===== config.mk =====
export PLATFORM = sky130hd
export DESIGN_NAME = alu_seq
export DESIGN_NICKNAME = d
export VERILOG_FILES = /design/src/rtl/alu_seq.sv
export SDC_FILE = /design/constraint.sdc
export NUM_CORES = 1
export LEC_CHECK = 0
export ABC_AREA = 1
export CAP_MARGIN = 20
export CORE_ASPECT_RATIO = 0.6
export CORE_UTILIZATION = 40
export DETAILED_ROUTE_END_ITERATION = 8
export HOLD_SLACK_MARGIN = 0.03
export PLACE_DENSITY = 0.71
export REMOVE_ABC_BUFFERS = 1
export SLEW_MARGIN = 20
export SYNTH_ARGS = -nofsm -noshare
export SYNTH_HDL_FRONTEND = slang
export SYNTH_SLANG_ARGS = --single-unit

===== constraint.sdc =====
create_clock -name clk -period 2.1 [get_ports clk]
set_input_delay 0.42 -clock clk [delete_from_list [all_inputs] [get_ports clk]]
set_output_delay 0.42 -clock clk [all_outputs]
set_load 0.01 [all_outputs]

===== src/rtl/alu_seq.sv =====
// alu_seq: registered WIDTH-bit ALU with status flags and valid/ready handshakes.
// Single-cycle ops finish on the accept edge; MUL runs a WIDTH-step shift-add.
module alu_seq #(
   parameter int WIDTH   = 8,
   parameter int SHAMT_W = $clog2(WIDTH)
) (
   input  logic             clk,
   input  logic             rst_n,
   input  logic             in_valid_i,
   output logic             in_ready_o,
   input  logic [WIDTH-1:0] a_i,
   input  logic [WIDTH-1:0] b_i,
   input  logic [2:0]       alu_sel_i,
   output logic             out_valid_o,
   input  logic             out_ready_i,
   output logic [WIDTH-1:0] result_o,
   output logic [WIDTH-1:0] result_hi_o,
   output logic             flag_z_o,
   output logic             flag_c_o,
   output logic             flag_v_o,
   output logic             flag_n_o,
   output logic             busy_o
);

   localparam int CNT_W = SHAMT_W + 1;
   localparam int MSB   = WIDTH - 1;

   localparam logic [2:0] OP_ADD = 3'd0;
   localparam logic [2:0] OP_SUB = 3'd1;
   localparam logic [2:0] OP_AND = 3'd2;
   localparam logic [2:0] OP_OR  = 3'd3;
   localparam logic [2:0] OP_XOR = 3'd4;
   localparam logic [2:0] OP_SHL = 3'd5;
   localparam logic [2:0] OP_SHR = 3'd6;
   localparam logic [2:0] OP_MUL = 3'd7;

   typedef enum logic [1:0] {
      S_IDLE = 2'd0,
      S_MUL  = 2'd1,
      S_DONE = 2'd2
   } state_t;

   state_t state_q, state_d;

   logic [WIDTH-1:0] mcand_q, mcand_d;
   logic [WIDTH-1:0] mplr_q, mplr_d;
   logic [WIDTH-1:0] acc_q, acc_d;
   logic [CNT_W-1:0] cnt_q, cnt_d;
   logic [WIDTH-1:0] res_q, res_d;
   logic [WIDTH-1:0] res_hi_q, res_hi_d;
   logic             z_q, z_d, c_q, c_d, v_q, v_d, n_q, n_d;

   logic             accept_s;
   logic             last_step_s;
   logic [WIDTH:0]   sum_s, diff_s, step_sum_s;
   logic [SHAMT_W-1:0] shamt_s;
   logic [WIDTH-1:0] alu_res_s;
   logic             alu_c_s, alu_v_s;
   logic [WIDTH-1:0] acc_step_s, mplr_step_s;

   assign accept_s    = in_valid_i & in_ready_o;
   assign last_step_s = (cnt_q == CNT_W'(1));

   always_ff @(posedge clk or negedge rst_n) begin
      if (!rst_n) begin
         state_q <= S_IDLE;
      end else begin
         state_q <= state_d;
      end
   end

   always_comb begin
      state_d = state_q;
      case (state_q)
         S_IDLE: begin
            if (accept_s) begin
               state_d = (alu_sel_i == OP_MUL) ? S_MUL : S_DONE;
            end else begin
               state_d = S_IDLE;
            end
         end
         S_MUL: begin
            if (last_step_s) begin
               state_d = S_DONE;
            end else begin
               state_d = S_MUL;
            end
         end
         S_DONE: begin
            if (out_ready_i) begin
               state_d = S_IDLE;
            end else begin
               state_d = S_DONE;
            end
         end
         default: state_d = S_IDLE;
      endcase
   end

   // in_ready is gated by rst_n so nothing is offered while reset is held
   always_comb begin
      in_ready_o  = 1'b0;
      busy_o      = 1'b0;
      out_valid_o = 1'b0;
      case (state_q)
         S_IDLE:  in_ready_o  = rst_n;
         S_MUL:   busy_o      = 1'b1;
         S_DONE:  out_valid_o = 1'b1;
         default: in_ready_o  = 1'b0;
      endcase
   end

   always_comb begin
      sum_s     = {1'b0, a_i} + {1'b0, b_i};
      diff_s    = {1'b0, a_i} - {1'b0, b_i};
      shamt_s   = b_i[SHAMT_W-1:0];
      alu_res_s = {WIDTH{1'b0}};
      alu_c_s   = 1'b0;
      alu_v_s   = 1'b0;
      case (alu_sel_i)
         OP_ADD: begin
            alu_res_s = sum_s[WIDTH-1:0];
            alu_c_s   = sum_s[WIDTH];
            alu_v_s   = (a_i[MSB] == b_i[MSB]) && (sum_s[MSB] != a_i[MSB]);
         end
         OP_SUB: begin
            alu_res_s = diff_s[WIDTH-1:0];
            alu_c_s   = diff_s[WIDTH];
            alu_v_s   = (a_i[MSB] != b_i[MSB]) && (diff_s[MSB] != a_i[MSB]);
         end
         OP_AND:  alu_res_s = a_i & b_i;
         OP_OR:   alu_res_s = a_i | b_i;
         OP_XOR:  alu_res_s = a_i ^ b_i;
         OP_SHL:  alu_res_s = a_i << shamt_s;
         OP_SHR:  alu_res_s = a_i >> shamt_s;
         default: alu_res_s = {WIDTH{1'b0}};
      endcase
   end

   // One multiply step: conditional add into the upper half, then shift the pair right
   always_comb begin
      step_sum_s  = {1'b0, acc_q} + (mplr_q[0] ? {1'b0, mcand_q} : {(WIDTH+1){1'b0}});
      acc_step_s  = step_sum_s[WIDTH:1];
      mplr_step_s = {step_sum_s[0], mplr_q[WIDTH-1:1]};
   end

   always_comb begin
      mcand_d  = mcand_q;
      mplr_d   = mplr_q;
      acc_d    = acc_q;
      cnt_d    = cnt_q;
      res_d    = res_q;
      res_hi_d = res_hi_q;
      z_d      = z_q;
      c_d      = c_q;
      v_d      = v_q;
      n_d      = n_q;
      if (accept_s) begin
         if (alu_sel_i == OP_MUL) begin
            mcand_d = a_i;
            mplr_d  = b_i;
            acc_d   = {WIDTH{1'b0}};
            cnt_d   = CNT_W'(WIDTH);
         end else begin
            res_d    = alu_res_s;
            res_hi_d = {WIDTH{1'b0}};
            z_d      = (alu_res_s == {WIDTH{1'b0}});
            c_d      = alu_c_s;
            v_d      = alu_v_s;
            n_d      = alu_res_s[MSB];
         end
      end else if (state_q == S_MUL) begin
         acc_d  = acc_step_s;
         mplr_d = mplr_step_s;
         cnt_d  = cnt_q - CNT_W'(1);
         if (last_step_s) begin
            res_d    = mplr_step_s;
            res_hi_d = acc_step_s;
            z_d      = ({acc_step_s, mplr_step_s} == {(2*WIDTH){1'b0}});
            c_d      = 1'b0;
            v_d      = 1'b0;
            n_d      = acc_step_s[MSB];
         end else begin
            res_d = res_q;
         end
      end else begin
         cnt_d = cnt_q;
      end
   end

   always_ff @(posedge clk or negedge rst_n) begin
      if (!rst_n) begin
         mcand_q  <= {WIDTH{1'b0}};
         mplr_q   <= {WIDTH{1'b0}};
         acc_q    <= {WIDTH{1'b0}};
         cnt_q    <= {CNT_W{1'b0}};
         res_q    <= {WIDTH{1'b0}};
         res_hi_q <= {WIDTH{1'b0}};
         z_q      <= 1'b0;
         c_q      <= 1'b0;
         v_q      <= 1'b0;
         n_q      <= 1'b0;
      end else begin
         mcand_q  <= mcand_d;
         mplr_q   <= mplr_d;
         acc_q    <= acc_d;
         cnt_q    <= cnt_d;
         res_q    <= res_d;
         res_hi_q <= res_hi_d;
         z_q      <= z_d;
         c_q      <= c_d;
         v_q      <= v_d;
         n_q      <= n_d;
      end
   end

   assign result_o    = res_q;
   assign result_hi_o = res_hi_q;
   assign flag_z_o    = z_q;
   assign flag_c_o    = c_q;
   assign flag_v_o    = v_q;
   assign flag_n_o    = n_q;

endmodule


==> impl_metrics.env <==
export IMPL_cp_cell_sequence="nand2_1, inv_2, ha_4, inv_2, fa_1, nand2_1, nor2_2, nand3_2, nor2_2, nand3_2, nor2_2, nand4_1, nand2_1, inv_1, a21oi_2"
export IMPL_rsz0062_at_grt="yes"
export IMPL_grt_use_total_pct=29.43
export IMPL_gp_congestion=0.9941
export IMPL_r2r_end="flag_z_o"
export IMPL_ys_warnings_count=0
export IMPL_ant_nets=0
export IMPL_htree_levels=2
export IMPL_cts_sinks=50
export IMPL_remaining_drc_errors=0
export IMPL_status="finished, violations left"
export IMPL_setup_ws_ns=-0.1244
export IMPL_fp_coreArea_um2=10560
export IMPL_cp_slowest_cell="fa_1"
export IMPL_critical_path_max_stage_delay_ns=0.51
export IMPL_placed_area_um2=5639
export IMPL_antennaDiodeCount=0
export IMPL_worst_ep_arrival_time_ns=2.45
export IMPL_hold_viol=0
export IMPL_dieHeight_um=82.64
export IMPL_powerDensity_nw_per_um2=790.1
export IMPL_p_leak_nw=3.274
export IMPL_skew_ns=0.005169
export IMPL_dp_slack_ns=-0.6755
export IMPL_slew_viol_final=0
export IMPL_ios=46
export IMPL_crit_fanout=2
export IMPL_num_nets_final=864
export IMPL_dr_first_iter_drc_count=619
export IMPL_total_power_mw=4.870
export IMPL_finalSetupTns_ns=-0.1244
export IMPL_wirelength_um=15940
export IMPL_cts_buffers_inserted=5
export IMPL_synth_seq_area_share_pct=28.86
export IMPL_cp_start_kind="flip-flop"
export IMPL_avgSynthCellArea_um2=6.549
export IMPL_start_util_pct=41.06
export IMPL_cts_buffer_depth=2
export IMPL_netlist_area_um2=4335
export IMPL_worst_slew_pin_transition_ns=0.6293
export IMPL_syn2layout_area_growth_pct=42.16
export IMPL_post_route_min_period_ns=2.224
export IMPL_die_x_um=136.4
export IMPL_vias_per_cell=5.299
export IMPL_grt_pass1_vias=4513
export IMPL_portBuffers=45
export IMPL_cp_end_kind="flip-flop"
export IMPL_clock_latency_ns=0.29
export IMPL_cp_top_family="simple AND/OR/NAND/NOR gates"
export IMPL_synthTopCellsByCount="195 x nand2_1, 94 x inv_1, 90 x nand3_1"
export IMPL_ir_drop_v=0.0005970
export IMPL_synth_seq_cells=50
export IMPL_yosysMostFrequentCell="nand2_1"
export IMPL_fmax_mhz=449.6
export IMPL_ys_top_cells_by_area="dfrtp_1 29%, nand2_1 17%, nand3_1 10%"
export IMPL_hp_class="in2async"
export IMPL_crit_type="reg2reg"
export IMPL_fin_area_um2=6163
export IMPL_yosys_area_top_type="dfrtp_1"
export IMPL_setup_viol=1
export IMPL_die_area_um2=11270
export IMPL_slew_headroom_pct=58.04
export IMPL_drt_first_pass_iters=5
export IMPL_cts_root_buffer="clkbuf_16"
export IMPL_grt_pass1_wl_um=24450
export IMPL_ff2ff_setup_slack_ns=-0.12
export IMPL_layout_drive_gt1_share_pct=26.37
export IMPL_synth_enable_flop_cells=0
export IMPL_fillers=976
export IMPL_async_flop_share_pct=100.0
export IMPL_yosys_cell_types_count=36
export IMPL_clkTransAtPathRegs_ns=0.06
export IMPL_max_cap_viol_count=0
export IMPL_postSynthCellCount=662
export IMPL_antenna_found_initial=0
export IMPL_dp_hpwl_um=12630
export IMPL_synth_top_area_share_pct=28.86
export IMPL_utilization_pct=58.37
export IMPL_fin_crit_sh_pct=105.9
export IMPL_worst_ep_required_time_ns=2.33
export IMPL_grt_overflow=0
export IMPL_vias=4997
export IMPL_r2r_start="mcand_q[0]"
export IMPL_grt_max_degree=50
export IMPL_violations="negative setup slack"
export IMPL_wl_per_cell_um=16.90
export IMPL_rr_worst_depth=15
export IMPL_dominantRegCellSynth="dfrtp_1"
export IMPL_critPathBufInv=3
export IMPL_cts_tree="done"
export IMPL_core_rowCount=29
routing by layer:
layer / global-route usage [%] / vias up / share of wire, %
met2: 37.87 / 279 / 37
met5: 0 / - / 0
met4: 4.222 / 0 / 0.92
li1: - / 2410 / -
met3: 7.204 / 12 / 13
met1: 47.78 / 2296 / 49
layout make-up:
| class | count | area (µm²) | area share [%] |
|---|---|---|---|
| clock inverters | 1 | 5.005 | 0.08120 |
| clock buffers | 7 | 142.6 | 2.314 |
| well taps | 139 | 173.9 | 2.822 |
| multi-input cells | 492 | 2875 | 46.65 |
| flip-flops and latches | 50 | 1251 | 20.30 |
| repair buffers | 152 | 1325 | 21.50 |
| inverters | 102 | 390.4 | 6.334 |
registers in the layout, summed over array words and instances, names as in the netlist:
| signal | count |
|---|---|
| acc_q | 8 |
| cnt_q | 4 |
| flag_c_o | 1 |
| flag_n_o | 1 |
| flag_v_o | 1 |
| flag_z_o | 1 |
| mcand_q | 8 |
| mplr_q | 8 |
| result_hi_o | 8 |
| result_o | 8 |
| state_q | 2 |
stage by stage:
stage	hold WS (ns)	std cells
global placement	0.2708	928
finish	0.4228	943
detailed placement	0.2781	928
global route	0.4715	943
floorplan	0.1244	644
CTS	0.4246	938
worst register-to-register path, delay by kind of cell, from the launching register on:
kind                       cells  cell delay (ns)
AOI/OAI and AO/OA              1             0.10
adders and majority gates      2             0.64
buffers and inverters          3             0.15
DFF                            1             0.37
and+or+nand+nor                9             0.89
cells by family after synthesis:
group | after synthesis | synth area share, %
compound gates | 73 | 9.669
xor+xnor | 1 | 0.2021
fa+ha+maj | 38 | 11.49
buf+inv | 120 | 11.40
flops | 50 | 28.86
simple gates | 380 | 38.38
what timing repair did:
item	in CTS	in global routing
hold buffers	1	0
resized for setup	34	72
pin swaps	12	25
setup endpoints to repair	11	16
endpoints found under the hold margin	1	0
cloned	0	0
setup buffers	1	5
power by group:
| part | switching (mW) | total [mW] | internal (mW) |
|---|---|---|---|
| logic | 1.39 | 2.49 | 1.10 |
| clock network | 0.347 | 0.820 | 0.473 |
| registers | 0.243 | 1.56 | 1.32 |
| total | 1.98 | 4.87 | 2.89 |
how the worst max path moves through the flow:
| stage | from | end | cells after the start |
|---|---|---|---|
| finish | mcand_q[0] | flag_z_o | 15 |
| CTS | a_i[6] | flag_z_o | 12 |
| floorplan | mplr_q[0] | flag_z_o | 15 |
| global route | a_i[0] | flag_z_o | 15 |
| global placement | a_i[0] | flag_z_o | 15 |
| detailed placement | a_i[0] | flag_z_o | 15 |
layout by cell type (no fill, tap or decap), types with 15 or more instances in the layout:
| master | n |
|---|---|
| clkdlybuf4s50_1 | 31 |
| nand3_1 | 83 |
| inv_2 | 22 |
| dfrtp_1 | 50 |
| nand2_1 | 185 |
| ha_1 | 20 |
| nor2_1 | 47 |
| buf_4 | 98 |
| nand4_1 | 15 |
| inv_1 | 78 |
| nor2_2 | 15 |
| o21ai_0 | 28 |
Power figures use the tool's default switching activity.
